File: src/rtl/fetch_pkg.sv
// ============================================================================
//  Module      : fetch_pkg
//  Description : Shared types and constants for the instruction fetch stage.
//  Revision    : 1.0 - initial release
// ============================================================================
`default_nettype none

package fetch_pkg;

    // Fetch controller state encoding
    typedef logic [1:0] state_t;

    localparam state_t S_REQ  = 2'd0;   // free to issue a request
    localparam state_t S_WAIT = 2'd1;   // request outstanding, response wanted
    localparam state_t S_DROP = 2'd2;   // request outstanding, response stale

    // Byte distance between consecutive instruction words
    localparam logic [31:0] PC_STEP    = 32'd4;

    // Value shown on the decode interface when nothing is buffered
    localparam logic [31:0] EMPTY_WORD = 32'h0;

endpackage : fetch_pkg

`default_nettype wire

File: src/rtl/fetch_fifo.sv
// ============================================================================
//  Module      : fetch_fifo
//  Description : Small power-of-two FIFO holding {pc, instr} pairs between the
//                instruction memory and decode. Flush overrides push and pop.
//  Revision    : 1.0 - initial release
// ============================================================================
`default_nettype none

module fetch_fifo #(
    parameter  int DEPTH = 2,
    localparam int AW    = $clog2(DEPTH)
) (
    input  logic          clk,
    input  logic          rst,
    input  logic          push,
    input  logic          pop,
    input  logic          flush,
    input  logic [63:0]   din,
    output logic [AW:0]   count,
    output logic [63:0]   head
);
    import fetch_pkg::*;

    localparam logic [AW-1:0] c_ptr_one = AW'(1);
    localparam logic [AW:0]   c_cnt_one = (AW + 1)'(1);

    logic [63:0]   r_mem [DEPTH];
    logic [AW-1:0] r_wr;
    logic [AW-1:0] r_rd;
    logic [AW:0]   r_count;

    // Storage write; a flushed push is discarded along with everything else
    always_ff @(posedge clk) begin
        if (push && !flush) begin
            r_mem[r_wr] <= din;
        end
    end

    // Pointer and occupancy tracking; pointers wrap naturally at DEPTH
    always_ff @(posedge clk) begin
        if (rst || flush) begin
            r_wr    <= '0;
            r_rd    <= '0;
            r_count <= '0;
        end else begin
            if (push) begin
                r_wr <= r_wr + c_ptr_one;
            end
            if (pop) begin
                r_rd <= r_rd + c_ptr_one;
            end
            case ({push, pop})
                2'b10:   r_count <= r_count + c_cnt_one;
                2'b01:   r_count <= r_count - c_cnt_one;
                default: r_count <= r_count;
            endcase
        end
    end

    assign count = r_count;
    assign head  = (r_count == '0) ? {EMPTY_WORD, EMPTY_WORD} : r_mem[r_rd];

endmodule : fetch_fifo

`default_nettype wire

File: src/rtl/instr_fetch.sv
// ============================================================================
//  Module      : instr_fetch
//  Description : Instruction fetch stage. Owns the PC, issues one request at a
//                time to a variable-latency instruction memory, buffers the
//                returned words and hands them to decode over valid/ready.
//                Redirects flush buffered and in-flight words.
//                Optional macro HALT_DETECT_EN: stop fetching once HALT_INSTR
//                has been buffered (adds the halted output).
//  Revision    : 1.0 - initial release
// ============================================================================
`default_nettype none

module instr_fetch #(
    parameter logic [31:0] RESET_PC   = 32'h0000_0000,
    parameter int          FIFO_DEPTH = 2
`ifdef HALT_DETECT_EN
    ,
    parameter logic [31:0] HALT_INSTR = 32'hac020054
`endif
) (
    input  logic        clk,
    input  logic        reset,
    output logic        imem_req,
    input  logic        imem_ready,
    output logic [31:0] imem_addr,
    input  logic        imem_rvalid,
    input  logic [31:0] imem_rdata,
    input  logic        redirect_valid,
    input  logic [31:0] redirect_pc,
    output logic        instr_valid,
    input  logic        instr_ready,
    output logic [31:0] instruction,
    output logic [31:0] instr_pc
`ifdef HALT_DETECT_EN
    ,
    output logic        halted
`endif
);
    import fetch_pkg::*;

    localparam int            c_aw    = $clog2(FIFO_DEPTH);
    localparam logic [c_aw:0] c_depth = (c_aw + 1)'(FIFO_DEPTH);

    state_t        r_state;
    logic [31:0]   r_pc;
    logic [31:0]   r_req_pc;
    logic [c_aw:0] w_count;
    logic [63:0]   w_head;
    logic          w_fire;
    logic          w_push;
    logic          w_pop;
    logic          w_halted;

    // A request is only offered when its response is guaranteed a FIFO slot
    assign imem_req    = !reset && (r_state == S_REQ) && (w_count < c_depth)
                         && !w_halted && !redirect_valid;
    assign imem_addr   = r_pc;
    assign w_fire      = imem_req && imem_ready;

    // A response arriving alongside a redirect is stale and never buffered
    assign w_push      = (r_state == S_WAIT) && imem_rvalid && !redirect_valid;

    assign instr_valid = (w_count != '0);
    assign w_pop       = instr_valid && instr_ready;
    assign instruction = w_head[31:0];
    assign instr_pc    = w_head[63:32];

`ifdef HALT_DETECT_EN
    logic r_halted;

    // Sticky halt flag, cleared only by reset
    always_ff @(posedge clk) begin
        if (reset) begin
            r_halted <= 1'b0;
        end else if (w_push && (imem_rdata == HALT_INSTR)) begin
            r_halted <= 1'b1;
        end
    end

    assign w_halted = r_halted;
    assign halted   = r_halted;
`else
    assign w_halted = 1'b0;
`endif

    // Request/response sequencing with redirect taking priority
    always_ff @(posedge clk) begin
        if (reset) begin
            r_state  <= S_REQ;
            r_pc     <= RESET_PC;
            r_req_pc <= RESET_PC;
        end else if (redirect_valid) begin
            r_pc <= redirect_pc;
            // A request still in flight must be swallowed before a new one
            // may go out, otherwise two requests would be outstanding.
            if (((r_state == S_WAIT) || (r_state == S_DROP)) && !imem_rvalid) begin
                r_state <= S_DROP;
            end else begin
                r_state <= S_REQ;
            end
        end else begin
            case (r_state)
                S_REQ: begin
                    if (w_fire) begin
                        r_pc     <= r_pc + PC_STEP;
                        r_req_pc <= r_pc;
                        r_state  <= S_WAIT;
                    end
                end
                S_WAIT, S_DROP: begin
                    if (imem_rvalid) begin
                        r_state <= S_REQ;
                    end
                end
                default: r_state <= S_REQ;
            endcase
        end
    end

    fetch_fifo #(
        .DEPTH (FIFO_DEPTH)
    ) u_fifo (
        .clk   (clk),
        .rst   (reset),
        .push  (w_push),
        .pop   (w_pop),
        .flush (redirect_valid),
        .din   ({r_req_pc, imem_rdata}),
        .count (w_count),
        .head  (w_head)
    );

endmodule : instr_fetch

`default_nettype wire

File: config.mk
export PLATFORM = sky130hd
export DESIGN_NAME = instr_fetch
export DESIGN_NICKNAME = d
export VERILOG_FILES = /design/src/rtl/fetch_pkg.sv /design/src/rtl/fetch_fifo.sv /design/src/rtl/instr_fetch.sv
export SDC_FILE = /design/constraint.sdc
export NUM_CORES = 1
export LEC_CHECK = 0
export ABC_AREA = 1
export BUFFER_PORTS_ARGS = -buffer_cell sky130_fd_sc_hd__buf_2
export CAP_MARGIN = 10
export CORE_AREA = 2 2 149 151
export CTS_BUF_LIST = sky130_fd_sc_hd__clkbuf_4
export DETAILED_ROUTE_END_ITERATION = 12
export DIE_AREA = 0 0 151 153
export GPL_TIMING_DRIVEN = 0
export MAX_ROUTING_LAYER = met4
export PLACE_DENSITY = 0.71
export RECOVER_POWER = 50
export SLEW_MARGIN = 20
export SYNTH_ARGS = -nofsm -noshare
export SYNTH_HDL_FRONTEND = slang
export SYNTH_SLANG_ARGS = --single-unit
File: constraint.sdc
create_clock -name clk -period 6 [get_ports clk]
set_input_delay 0.9 -clock clk [delete_from_list [all_inputs] [get_ports clk]]
set_output_delay 0.9 -clock clk [all_outputs]
set_load 0.02 [all_outputs]
Word-level counts from Yosys, hierarchy flattened
Memory sizes are Yosys's and may differ from the RTL's. A register that Yosys moved wholly into a read port is not among the register bits.
Index checks and enable logic that the tools add are counted.
{"block": "totals", "regBits": 70, "latch_bits": 0, "ram_bits": 128, "rom_bits": 0, "inputBits": 70, "output_inout_bits": 98, "wordCells": 58, "mem_count": 1}
{"memory": "u_fifo.r_mem", "depth": 2, "width": 64, "read_ports": 1, "rd_ports_with_merged_regs": 1, "wr": 1, "line_no": "fetch_fifo.sv:27", "text": "logic [63:0] r_mem [DEPTH];"}
{"block": "op_classes", "addsub": 5, "n_mul": 0, "div": 0, "magnitude_cmp": 1, "eq_ne": 6, "n_shift": 0, "mux": 14, "bitwise_logic": 1, "reduce_logical": 24}
{"cell": "$mux 32", "count": 3}
{"cell": "$mux 64", "count": 1}
{"cell": "$add 32x3->32 const B", "count": 1}
{"cell": "$logic_and 1x1->1", "count": 9}
{"cell": "$mux 2", "count": 4}
{"cell": "$pmux 2 s2", "count": 2}
{"cell": "$reduce_bool 2->1", "count": 4}
{"cell": "$ne 3x3->1 const B", "count": 2}
{"cell": "$eq 2x1->1 const B", "count": 2}
{"cell": "$eq 2x2->1 const B", "count": 2}
{"cell": "$logic_not 2->1", "count": 2}
{"cell": "$mux 1", "count": 4}
{"cell": "$reduce_and 2->1", "count": 2}
{"cell": "$logic_not 1->1", "count": 3}
{"cell": "$reduce_and 3->1", "count": 1}
{"cell": "$add 1x1->1 const B", "count": 2}
{"cell": "$add 2x1->2 const B", "count": 1}
{"cell": "$logic_or 1x1->1", "count": 2}
{"cell": "$lt 2x2->1 const B", "count": 1}
{"cell": "$reduce_or 2->1", "count": 1}
{"cell": "$sub 2x1->2 const B", "count": 1}
{"cell": "$not 1->1", "count": 1}

Longest topological paths before layout
Gate-level depths: netlist (run 1).
{"block": "logic_depth", "word_depth": 8, "depth_mapped": 13, "mapped_depth_nobuf": 13}

Modules after synthesis
From an unflattened synthesis (run 1), not the netlist that was laid out.
{"block": "hier_totals", "hier_cells": 885, "area_unflattened_um2": 8720.9}
{"module": "fetch_fifo", "n_inst": 1, "cells_per_inst": 372, "area_each_um2": 5295.1, "seq_area_each_um2": 3943.8}
{"module": "instr_fetch", "n_inst": 1, "cells_per_inst": 513, "area_each_um2": 3425.8, "seq_area_each_um2": 1321.3}

Worst setup path before layout (run 1)
Ideal clock, no wire load.
{"block": "synth_path", "kind": "input-to-reg", "startpoint": "in redirect_valid", "endpoint": "mem u_fifo.r_mem[0][0] (enable)", "setup_ns": 0.487, "t_arrival_ns": 3.941, "required_time_ns": 5.513, "path_slack_ns": 1.572, "cell_stages": 3, "n_path_buf": 0, "cell_sequence": "inv_1 > nand3_1 > nor2_1"}
{"block": "synth_between", "elab_chain_cells": 5}
{"item": "start, declared", "line_no": "instr_fetch.sv:28", "text": "input logic redirect_valid,"}
{"item": "$logic_not 1->1 (*)", "line_no": "fetch_fifo.sv:34, instr_fetch.sv:61"}
{"item": "$logic_and 1x1->1", "line_no": "instr_fetch.sv:61", "text": "assign w_push = (r_state == S_WAIT) && imem_rvalid && !redirect_valid;"}
{"item": "$logic_and 1x1->1 (*)", "line_no": "fetch_fifo.sv:34", "text": "if (push && !flush) begin"}
{"item": "$mux 1 (*)", "line_no": "fetch_fifo.sv:34"}
{"item": "$mux 1 (not written as such) (*)", "line_no": "fetch_fifo.sv:35", "text": "r_mem[r_wr] <= din;"}
{"item": "end, declared", "line_no": "fetch_fifo.sv:27"}
Every way passes the cells marked *; elsewhere a longest branch is shown, timed or not.

Final worst setup path (run 1)
{"block": "layout_path", "startpoint": "reg u_fifo.r_count[1] (netlist: u_fifo.count[1])", "endpoint": "out instruction[27]"}
{"block": "layout_between", "elab_chain_cells": 2}
{"item": "start, declared", "line_no": "fetch_fifo.sv:30", "text": "logic [AW:0] r_count;"}
{"item": "start signal, assigned", "line_no": "fetch_fifo.sv:53", "text": "2'b10: r_count <= r_count + c_cnt_one;"}
{"item": "start signal, assigned", "line_no": "fetch_fifo.sv:54", "text": "2'b01: r_count <= r_count - c_cnt_one;"}
{"item": "start signal, assigned", "line_no": "fetch_fifo.sv:55", "text": "default: r_count <= r_count;"}
{"item": "$logic_not 2->1", "line_no": "fetch_fifo.sv:61", "text": "assign head = (r_count == '0) ? {EMPTY_WORD, EMPTY_WORD} : r_mem[r_rd];"}
{"item": "$mux 64", "line_no": "fetch_fifo.sv:61"}
{"item": "end, declared", "line_no": "instr_fetch.sv:32", "text": "output logic [31:0] instruction,"}
No other way between the ends.

==> summary.md, run 1 <==
| Metric | Value |
|---|---|
| PortBufs | `167` |
| Full die area | `23100 µm²` |
| Max cap viols | `1` |
| Worst-path fanout max | `10` |
| Hold depth | `1` |
| Yosys top cell area share | `0.452` |
| Sequential area share after synthesis | `0.619` |
| F_max | `303 MHz` |
| Static Leak | `4.07 nW` |
| Remaining DRCs | `0` |
| TritonCTS clock tree | `done` |
| Layout cells sized above 1 | `0.216` |
| Met2 routed WL | `10.3 mm` |
| Dpl hpwl | `16.2 mm` |
| Final #Nets | `1164` |
| Register area | `5270 µm²` |
| Routed WL | `21.9 mm` |
| CTS Buffer Depth | `2` |
| P per Cell Area | `240 nW/µm²` |
| Grt ovf | `0` |
| Final Max Tran Viols | `14` |
| Clock transition at path regs | `0.15 ns` |
| P_sw | `0.614 mW` |
| Vias in the first global route | `6458` |
| Final period util | `0.551` |
| Crit. End Element | `output port` |
| Worst-margin pin slew | `1.54 ns` |
| Num CTS Buffers | `17` |
| Hold violation count in the final report | `0` |
| Initial Util | `0.396` |
| Combinational share of power | `0.068` |
| Setup violators final | `0` |
| DRT Pass-1 Iters | `5` |
| Critical path buffer and inverter count | `3` |
| Reg power frac | `0.626` |
| Mapped cell area | `8500 µm²` |
| DR vias | `6833` |
| Clock power frac | `0.306` |
| R2r endpoint | `u_fifo.r_mem[1][18]` |
| #FFs+latches synth | `199` |
| Critical path's slowest cell | `clkbuf_1` |
| Final TNS setup | `0 ns` |
| Distinct cell type count after synthesis | `43` |
| CP Class | `flop to output port` |
| Total I/O pin count | `168` |
| Drt wl/cell | `15.8 µm` |
| Net Sw Frac | `0.255` |
| # fillers | `2115` |
| Critical Path Max Stage Delay | `0.53 ns` |
| Initial antenna violation count | `1` |
| Failing checks | `max-capacitance violations, max-slew violations` |
| Area leader, netlist | `edfxtp_1` |
| Row count | `54` |
| Max-Slew Margin vs Limit | `-0.0326` |
| H-Tree Depth | `4` |
| GRT Total Usage | `0.199` |
| Core area | `21500 µm²` |
| Final Util | `0.466` |
| CTS root buf | `clkbuf_4` |
| Maximum VDD drop | `0.000106 V` |
| Syn Area/Cell | `9.45 µm²` |
| Crit path required time | `5.10 ns` |
| Ys Warns | `0` |
| Die Wd | `151 µm` |
| Routability cong. | `0.882` |
| Min cycle time layout | `3.30 ns` |
| Clk_lat worst skew | `0.59 ns` |
| Internal power | `1.79 mW` |
| Worst Skew | `0.0259 ns` |
| Worst R2R Setup Slack | `3.37 ns` |
| First-pass GRT wire length | `34.3 mm` |
| Syn Inst Count | `900` |
| HP Start | `u_fifo.r_rd` |
| Clock Sink Count | `199` |
| RSZ-0062 raised after global routing | `false` |
| Post-CTS Resized | `0` |
| Met3 Wirelength | `1.50 mm` |
| Syn Nets | `974` |
| Iter 0 DRT Violations | `458` |
| Area growth from synthesis to layout | `17.9%` |
| Worst path top cell family by delay | `buffers and inverters` |
| Critical-path cell list | `nor2_1, clkbuf_1, buf_1, a21oi_1, buf_2` |
| Post-CTS Setup Inserts | `0` |
| Cts hold-fix bufs | `0` |
| DRT antenna net count | `0` |
| Die Y | `153 µm` |
| Drt via density | `4.94` |
| Min-delay worst type | `flop to flop` |
| Wire length on met1 | `9.65 mm` |
| Largest net degree at the start of global routing | `27` |
| Startpoint class of the critical path | `flop` |
| Top layer in use | `met4` |
| Synth area leaders | `edfxtp_1 45%, dfxtp_1 17%, nand2_1 13%, a21oi_1 6.3%, nor2_1 2.8%` |
| Multi-input logic area | `2820 µm²` |
| Worst Path Arrival | `2.40 ns` |
| Outcome | `finished with violations` |
| Reg2Reg Depth | `5` |
| R2R Path Start | `r_state[1]` |
| WHS Endpoint | `u_fifo.r_rd` |
[stage by stage]
| step | setup WS (ns) | instances | hold WS (ns) | instance area [µm²] | power, mW |
|---|---|---|---|---|---|
| after CTS | 2.54 | 1383 | 0.442 | 10100 | 2.43 |
| final | 2.70 | 1384 | 0.469 | 10000 | 2.40 |
| after floorplan | 1.57 | 900 | 0.420 | 8500 | 1.62 |
| after global routing | 2.41 | 1384 | 0.439 | 10000 | 2.50 |
| after detailed placement | 2.94 | 1351 | 0.440 | 9790 | 1.70 |
| after global placement | -0.370 | 1347 | 0.435 | 9690 | 1.70 |
[worst register-to-register path, delay by kind of cell (launching register included)]
kind,cells,cell delay (ns)
AND/OR/NAND/NOR,2,1.44
buffers and inverters,2,0.37
adder cells (fa/ha/maj),1,0.18
flip-flops,1,0.34
[kinds of logic after synthesis]
group | synth area share
AOI/OAI and AO/OA | 0.0989
xor gates and xnor gates | 0.00604
adders and majority gates | 0.00589
buffers and inverters | 0.0487
DFF | 0.619
and+or+nand+nor | 0.221
[power groups by stage]
stage	clock, mW	sequential [mW]	combinational, mW
2_1_floorplan	0	1.54	0.0794
3_3_place_gp	0	1.53	0.163
3_5_place_dp	0	1.53	0.167
4_1_cts	0.755	1.50	0.168
5_1_grt	0.810	1.51	0.180
6_report	0.735	1.50	0.163
[flip-flops by register name, summed over array words and instances (netlist names), named ones only]
signal        flops
r_state           2
u_fifo.count      2
u_fifo.r_mem    128
u_fifo.r_wr       1
imem_addr        32
r_req_pc         32
u_fifo.r_rd       1
[cells in the mapped netlist (all sizes together)]
library cell,count
a211oi,4
a21boi,1
a21oi,113
a31oi,6
and2,1
and3,1
buf,28
clkbuf,17
clkinv,1
dfxtp,71
edfxtp,128
ha,4
inv,54
nand2,306
nand3,35
nand3b,3
nand4,2
nor2,79
nor3,6
nor3b,2
nor4,1
o211ai,6
o21a,1
o21ai,22
o221ai,1
o22ai,1
or2,1
xnor2,1
xor2,4
[layer usage]
layer / up-vias / track usage
met2: 252 / 0.316
met5: - / -
li1: 3381 / -
met4: 0 / 0.0610
met3: 29 / 0.0361
met1: 3171 / 0.259
[worst max-delay path by stage]
| stage | endpoint | depth (start not counted) | slack [ns] | from |
|---|---|---|---|---|
| 2_1_floorplan | u_fifo.r_mem[0][0] | 3 | 1.57 | redirect_valid |
| 3_3_place_gp | u_fifo.r_mem[0][22] | 4 | -0.37 | redirect_valid |
| 3_5_place_dp | u_fifo.r_mem[0][20] | 5 | 2.94 | redirect_valid |
| 4_1_cts | instr_pc[12] | 5 | 2.54 | u_fifo.count[1] |
| 5_1_grt | instruction[29] | 5 | 2.41 | u_fifo.count[1] |
| 6_report | instruction[27] | 5 | 2.70 | u_fifo.count[1] |
[final cells by class]
class                           instances  share of cell area
Multi-Input combinational cell        601               0.281
Tap cell                              280              0.0350
Antenna cell                            1            0.000250
Inverter                               55              0.0206
Buffer                                 45              0.0180
Sequential cell                       199               0.525
Timing Repair Buffer                  171              0.0906
Clock inverter                         15              0.0164
Clock buffer                           17              0.0127
[placed cells by master, fill, tap and decap left out, types with 10 or more instances in the layout]
cell | synthesis | routed
dfxtp_1 | 71 | 71
nand3_1 | 31 | 32
clkbuf_4 | 0 | 17
edfxtp_1 | 128 | 128
buf_2 | 13 | 161
nand2_1 | 296 | 296
o21ai_0 | 20 | 21
buf_1 | 10 | 10
inv_1 | 48 | 49
nor2_1 | 64 | 63
a21oi_1 | 107 | 109
clkbuf_1 | 17 | 40
Power figures use the tool's default switching activity.
==> run 2, diff against run 1 <==
Settings changed: PLACE_DENSITY 0.71 to 0.73.
Clock period 6 ns to 2.79 ns, I/O delays scaled along.
==> run 2 against run 1 <==
Against the previous run: the run now ends clean; clock power rose by 120%; cell count increased by 2.3%; sequential share of layout area fell by 1.6 points; global-route usage is 0.17 points lower; worst hold slack lost 0.39 ns; register-to-register slack got worse by 3.1 ns; combinational power rose by 130%; critical path depth is the same; total power is 120% higher; setup slack got worse by 2.5 ns; die area did not move; largest power group unchanged; highest routed layer unchanged.
==> summary.md, run 2 (synthesis gave the netlist of run 1 again) <==
| Metric | Value |
|---|---|
| Outcome | `finished clean (was finished with violations)` |
| Routability cong. | `0.927 (was 0.882)` |
| Initial Util | `0.396 (unchanged)` |
| GRT Total Usage | `0.197 (was 0.199)` |
| Layout cells sized above 1 | `0.182 (was 0.216)` |
| Setup violators final | `0 (unchanged)` |
| P per Cell Area | `509 nW/µm² (was 240 nW/µm²)` |
| Crit path required time | `2.37 ns (was 5.10 ns)` |
| Worst Path Arrival | `2.20 ns (was 2.40 ns)` |
| Routed WL | `22.3 mm (was 21.9 mm)` |
| Worst-path fanout max | `10 (unchanged)` |
| GR peak layer | `met2 (unchanged)` |
| DRT Pass-1 Iters | `5 (unchanged)` |
| Core area | `21500 µm² (unchanged)` |
| Post-CTS Setup Inserts | `0 (unchanged)` |
| Iter 0 DRT Violations | `417 (was 458)` |
| Remaining DRCs | `0 (unchanged)` |
| R2R Path Start | `r_state[1] (unchanged)` |
| Worst Skew | `0.0348 ns (was 0.0259 ns)` |
| Area growth from synthesis to layout | `21.6% (was 17.9%)` |
| CTS root buf | `clkbuf_4 (unchanged)` |
| DR vias | `7017 (was 6833)` |
| Met1 Use GR | `0.252 (was 0.259)` |
| Num CTS Buffers | `17 (unchanged)` |
| CP Class | `flop to output port (unchanged)` |
| Static Leak | `4.09 nW (was 4.07 nW)` |
| Drt wl/cell | `15.8 µm (about the same)` |
| RSZ-0062 raised after global routing | `false (unchanged)` |
| Final TNS setup | `0 ns (unchanged)` |
| Worst-margin pin slew | `0.749 ns (was 1.54 ns)` |
| CTS Buffer Depth | `2 (unchanged)` |
| Die Y | `153 µm (unchanged)` |
| Layout Cells excl Fill | `1416 (was 1384)` |
| Commonest non-fill, non-tap cell in the layout | `nand2_1 (unchanged)` |
| Largest net degree at the start of global routing | `26 (was 27)` |
| Met2 Usage GRT | `0.313 (was 0.316)` |
| Dpl hpwl | `16.2 mm (about the same)` |
| Min cycle time layout | `2.62 ns` |
| Dpl cells | `1351 (unchanged)` |
| Final Max Tran Viols | `0 (was 14)` |
| Max-Slew Margin vs Limit | `0.499 (was -0.0326)` |
| Clock transition at path regs | `0.14 ns (was 0.15 ns)` |
| Largest Register | `u_fifo.r_mem (unchanged)` |
| Die Wd | `151 µm (unchanged)` |
| Drt via density | `4.96 (was 4.94)` |
| Min-delay worst type | `primary input to flop (was flop to flop)` |
| WHS Endpoint | `imem_addr[1] (was u_fifo.r_rd)` |
| Largest register FFs | `128 (unchanged)` |
| Grt ovf | `0 (unchanged)` |
| Critical path's slowest cell | `buf_1 (was clkbuf_1)` |
| PortBufs | `167 (unchanged)` |
| Row count | `54 (unchanged)` |
| Most frequent cells in the layout | `296 x nand2_1, 128 x edfxtp_1, 120 x buf_2, 108 x a21oi_1, 78 x clkbuf_1 (was 296 x nand2_1, 161 x buf_2, 128 x edfxtp_1, 109 x a21oi_1, 71 x dfxtp_1)` |
| TritonCTS clock tree | `done (unchanged)` |
| First-pass GRT wire length | `33.8 mm (was 34.3 mm)` |
| Initial antenna violation count | `1 (unchanged)` |
| Clk_lat worst skew | `0.58 ns (was 0.59 ns)` |
| Critical-path cell list | `nor2_1, clkbuf_2, buf_1, a21oi_1, buf_2 (was nor2_1, clkbuf_1, buf_1, a21oi_1, buf_2)` |
| Final period util | `0.939` |
| HP Start | `redirect_pc[1] (was u_fifo.r_rd)` |
| Hold depth | `3 (was 1)` |
| H-Tree Depth | `4 (unchanged)` |
| F_max | `382 MHz` |
| Crit. End Element | `output port (unchanged)` |
| R2r endpoint | `r_req_pc[0] (was u_fifo.r_mem[1][18])` |
| Vias in the first global route | `6515 (was 6458)` |
| Critical Path Max Stage Delay | `0.42 ns (was 0.53 ns)` |
| Worst R2R Setup Slack | `0.29 ns (was 3.37 ns)` |
| Full die area | `23100 µm² (unchanged)` |
| Hold violation count in the final report | `0 (unchanged)` |
| Final #Nets | `1196 (was 1164)` |
| Max cap viols | `0 (was 1)` |
| Reg2Reg Depth | `10 (was 5)` |
| DRT antenna net count | `0 (unchanged)` |
| Met3 Track Usage GR | `0.0358 (was 0.0361)` |
| Clock Sink Count | `199 (unchanged)` |
| Total I/O pin count | `168 (unchanged)` |
| Maximum VDD drop | `0.000253 V (was 0.000106 V)` |
| Power Total | `5.27 mW (was 2.40 mW)` |
| Startpoint class of the critical path | `flop (unchanged)` |
[run 2: layout make-up]
type,instances,area (µm²)
antenna,1,2.50
buffer,45,189
clock buffer,22,165
clock inverter,10,146
fill,2037,11100
inverter,55,206
multi-input combinational,601,2830
sequential,199,5270
tap,280,350
timing repair buffer,203,1180
[run 2: worst max path at each step]
| stage | from | end | slack, ns |
|---|---|---|---|
| finish | u_fifo.count[1] | instr_pc[24] | 0.17 |
| global route | u_fifo.count[1] | instr_pc[10] | 0.0008 |
| CTS | u_fifo.count[1] | instruction[29] | 0.11 |
| detailed placement | redirect_valid | u_fifo.r_mem[0][26] | 0.22 |
| global placement | redirect_valid | u_fifo.r_mem[0][26] | -1.43 |
| floorplan | redirect_valid | u_fifo.r_mem[1][0] | -0.11 |
[run 2: repair_timing]
item / in CTS / in global routing
gates cloned: 0 / 0
setup endpoints to repair: 60 / 7
hold buffers: 32 / 0
gates resized for setup: 1 / 6
hold endpoints to repair: 64 / 0
[run 2: per-stage QoR]
stage | area (µm²) | utilization | hold WS, ns | setup slack [ns]
floorplan | 8510 | - | 0.420 | -0.110
global placement | 9690 | 0.451 | 0.434 | -1.43
detailed placement | 9800 | 0.456 | 0.439 | 0.225
CTS | 10400 | 0.486 | 0.0346 | 0.111
global route | 10300 | 0.481 | 0.0272 | 0.000830
finish | 10300 | 0.481 | 0.0828 | 0.171
[run 2: layer usage]
| metal | up-vias | wire length [µm] |
|---|---|---|
| met4 | 0 | 605 |
| met5 | - | 0 |
| met3 | 43 | 1580 |
| met1 | 3252 | 9740 |
| li1 | 3442 | - |
| met2 | 280 | 10400 |
[run 2: where the power goes]
| group | leakage, nW | switching [mW] | internal [mW] |
|---|---|---|---|
| clock network | 0.171 | 0.965 | 0.684 |
| registers | 1.83 | 0.0645 | 3.17 |
| logic | 2.09 | 0.240 | 0.141 |
[run 2: worst max-delay path, delay by kind of cell (launching register included)]
family | cells | cell delay (ns)
and+or+nand+nor | 1 | 0.15
DFF | 1 | 0.37
buffers and inverters | 3 | 0.97
AOI/OAI and AO/OA | 1 | 0.16
==> run 3, diff against run 2 <==
Settings changed: BUFFER_PORTS_ARGS -buffer_cell sky130_fd_sc_hd__buf_2 to default, CAP_MARGIN 10 to 20, DONT_BUFFER_PORTS from default to 1, PLACE_DENSITY 0.73 to 0.66.
==> run 3 against run 2 <==
Against the previous run: first-iteration DRC count up 19%; sequential power increased by 1%; global-route usage decreased by 0.19 points; utilization fell by 2.7 points; combinational power shrank 23%; sequential share of layout area rose by 3.1 points; critical path depth is 1 lower; cell area is 5.7% lower; largest power group unchanged; clock-buffer cell count fell by 1; cell count decreased by 11%; register-to-register slack lost 0.04 ns; critical endpoint is now instr_pc[15]; highest routed layer unchanged; wire length down 1.4%.
==> summary.md, run 3 (synthesis gave the netlist of run 1 again) <==
| Metric | Value |
|---|---|
| Min Hold Slack | `0.0578 ns (was 0.0828 ns)` |
| Largest Register | `u_fifo.r_mem (unchanged)` |
| Post-CTS Setup Inserts | `0 (unchanged)` |
| Min-delay worst type | `primary input to flop (unchanged)` |
| WHS Endpoint | `imem_addr[8] (was imem_addr[1])` |
| Layout cells sized above 1 | `0.117 (was 0.182)` |
| Num CTS Buffers | `17 (unchanged)` |
| Full die area | `23100 µm² (unchanged)` |
| HP Start | `redirect_pc[8] (was redirect_pc[1])` |
| Static Leak | `3.52 nW (was 4.09 nW)` |
| P_sw | `1.23 mW (was 1.27 mW)` |
| First-pass GRT wire length | `33.2 mm (was 33.8 mm)` |
| Maximum VDD drop | `0.000313 V (was 0.000253 V)` |
| Layout Cells excl Fill | `1260 (was 1416)` |
| Core area | `21500 µm² (unchanged)` |
| Routability cong. | `0.939 (was 0.927)` |
| Remaining DRCs | `0 (unchanged)` |
| Final period util | `0.946 (was 0.939)` |
| Outcome | `finished clean (unchanged)` |
| Net Sw Frac | `0.241 (about the same)` |
| Hold depth | `4 (was 3)` |
| F_max | `379 MHz (was 382 MHz)` |
| Reg2Reg Depth | `10 (unchanged)` |
| Worst-path fanout max | `10 (unchanged)` |
| Clk_lat worst skew | `0.56 ns (was 0.58 ns)` |
| H-Tree Depth | `4 (unchanged)` |
| RSZ-0062 raised after global routing | `false (unchanged)` |
| Die Y | `153 µm (unchanged)` |
| CTS Buffer Depth | `2 (unchanged)` |
| Hold violation count in the final report | `0 (unchanged)` |
| Die Wd | `151 µm (unchanged)` |
| Initial antenna violation count | `0 (was 1)` |
| Startpoint class of the critical path | `flop (unchanged)` |
| Dpl hpwl | `15.9 mm (was 16.2 mm)` |
| Final Util | `0.454 (was 0.481)` |
| Grt ovf | `0 (unchanged)` |
| Max cap viols | `0 (unchanged)` |
| Total I/O pin count | `168 (unchanged)` |
| Iter 0 DRT Violations | `497 (was 417)` |
| R2R Path Start | `r_state[1] (unchanged)` |
| Clock power frac | `0.298 (was 0.313)` |
| Vias in the first global route | `6043 (was 6515)` |
| TritonCTS clock tree | `done (unchanged)` |
| Worst-margin pin slew | `1.00 ns (was 0.749 ns)` |
| Initial Util | `0.396 (unchanged)` |
| Worst R2R Setup Slack | `0.25 ns (was 0.29 ns)` |
| DRT antenna net count | `0 (unchanged)` |
| Crit. End Element | `output port (unchanged)` |
| Row count | `54 (unchanged)` |
| DR vias | `6379 (was 7017)` |
| Most frequent cells in the layout | `296 x nand2_1, 128 x edfxtp_1, 87 x a21oi_1, 71 x dfxtp_1, 63 x nor2_1 (was 296 x nand2_1, 128 x edfxtp_1, 120 x buf_2, 108 x a21oi_1, 78 x clkbuf_1)` |
| Post-place instance area | `9000 µm² (was 9800 µm²)` |
| Drt wl/cell | `17.5 µm (was 15.8 µm)` |
| Final Max Tran Viols | `0 (unchanged)` |
| Clock transition at path regs | `0.16 ns (was 0.14 ns)` |
| Worst Skew | `0.0243 ns (was 0.0348 ns)` |
| Combinational share of power | `0.057 (was 0.072)` |
| Clock Sink Count | `199 (unchanged)` |
| Routed WL | `22.0 mm (was 22.3 mm)` |
| Setup violators final | `0 (unchanged)` |
| GRT Total Usage | `0.195 (was 0.197)` |
| Largest net degree at the start of global routing | `26 (unchanged)` |
| Antenna Cells | `0 (was 1)` |
| Min cycle time layout | `2.64 ns (was 2.62 ns)` |
| Final #Nets | `1041 (was 1196)` |
| PortBufs | `0 (was 167)` |
| Worst Path Arrival | `2.22 ns (was 2.20 ns)` |
| Internal power | `3.86 mW (was 4.00 mW)` |
| Drt via density | `5.06 (was 4.96)` |
| Largest register FFs | `128 (unchanged)` |
| Post-route cell area | `9750 µm² (was 10300 µm²)` |
| Area growth from synthesis to layout | `14.7% (was 21.6%)` |
| Dpl cells | `1185 (was 1351)` |
| R2r endpoint | `r_req_pc[0] (unchanged)` |
| Max-Slew Margin vs Limit | `0.332 (was 0.499)` |
| DRT Pass-1 Iters | `6 (was 5)` |
| Crit path required time | `2.37 ns (about the same)` |
| Commonest non-fill, non-tap cell in the layout | `nand2_1 (unchanged)` |
| CTS root buf | `clkbuf_4 (unchanged)` |
| P per Cell Area | `521 nW/µm² (was 509 nW/µm²)` |
| CP Class | `flop to output port (unchanged)` |
| Reg power frac | `0.644 (was 0.615)` |
[run 3: cell count changes in the layout (fill, tap and decap cells not counted), sizes merged]
cell         change
buf            -108
bufinv           -1
clkbuf          -59
clkinv           +1
clkinvlp         +1
diode            -1
dlygate4sd3     +11
[run 3: worst max-delay path, cell delays in order, from the launching register on]
cell      delay, ns
dfxtp_1        0.38
nor2_1         0.16
clkbuf_2       0.33
buf_1          0.58
a21oi_2        0.21
[run 3: repair_timing]
item	4_1_cts	5_1_grt
hold buffers	43	0
setup endpoints to repair	53	29
gates resized for setup	1	25
hold endpoints to repair	76	0
[run 3: power groups by stage]
stage / logic [mW] / registers [mW] / clock network [mW]
after CTS: 0.294 / 3.27 / 1.56
after floorplan: 0.171 / 3.31 / 0
after global routing: 0.322 / 3.28 / 1.67
final: 0.292 / 3.28 / 1.52
after global placement: 0.228 / 3.34 / 0
after detailed placement: 0.236 / 3.34 / 0
[run 3: final cells by class]
type / instances / area (µm²)
Sequential cell: 199 / 5270
Tap cell: 280 / 350
Timing Repair Buffer: 48 / 561
Multi-Input combinational cell: 601 / 2900
Clock buffer: 21 / 158
Inverter: 55 / 206
Fill cell: 2099 / 11700
Buffer: 45 / 189
Clock inverter: 11 / 125
[run 3: worst max-delay path by stage]
stage | from | to | slack (ns) | cells after the start
2_1_floorplan | redirect_valid | u_fifo.r_mem[1][0] | -0.11 | 3
3_5_place_dp | redirect_valid | u_fifo.r_mem[1][26] | 0.42 | 4
4_1_cts | flop | instruction[24] | 0.005 | 4
5_1_grt | flop | instruction[23] | 0.008 | 4
3_3_place_gp | redirect_valid | u_fifo.r_mem[0][30] | -1.29 | 3
6_report | u_fifo.count[1] | instr_pc[15] | 0.15 | 4
[run 3: per-stage QoR]
step | setup WS, ns | TNS (ns) | total power, mW
after floorplan | -0.110 | -14.09 | 3.49
after global placement | -1.29 | -163.55 | 3.57
after detailed placement | 0.420 | 0 | 3.58
after CTS | 0.00519 | 0 | 5.13
after global routing | 0.00803 | 0 | 5.27
final | 0.150 | 0 | 5.09
[run 3: layer usage]
metal  vias up  GRT usage  routed length, µm
met4         0     0.0636                422
met5         -          -                  0
li1       3137          -                  -
met2       250      0.311              10500
met3        31     0.0487               1770
met1      2961      0.243               9370
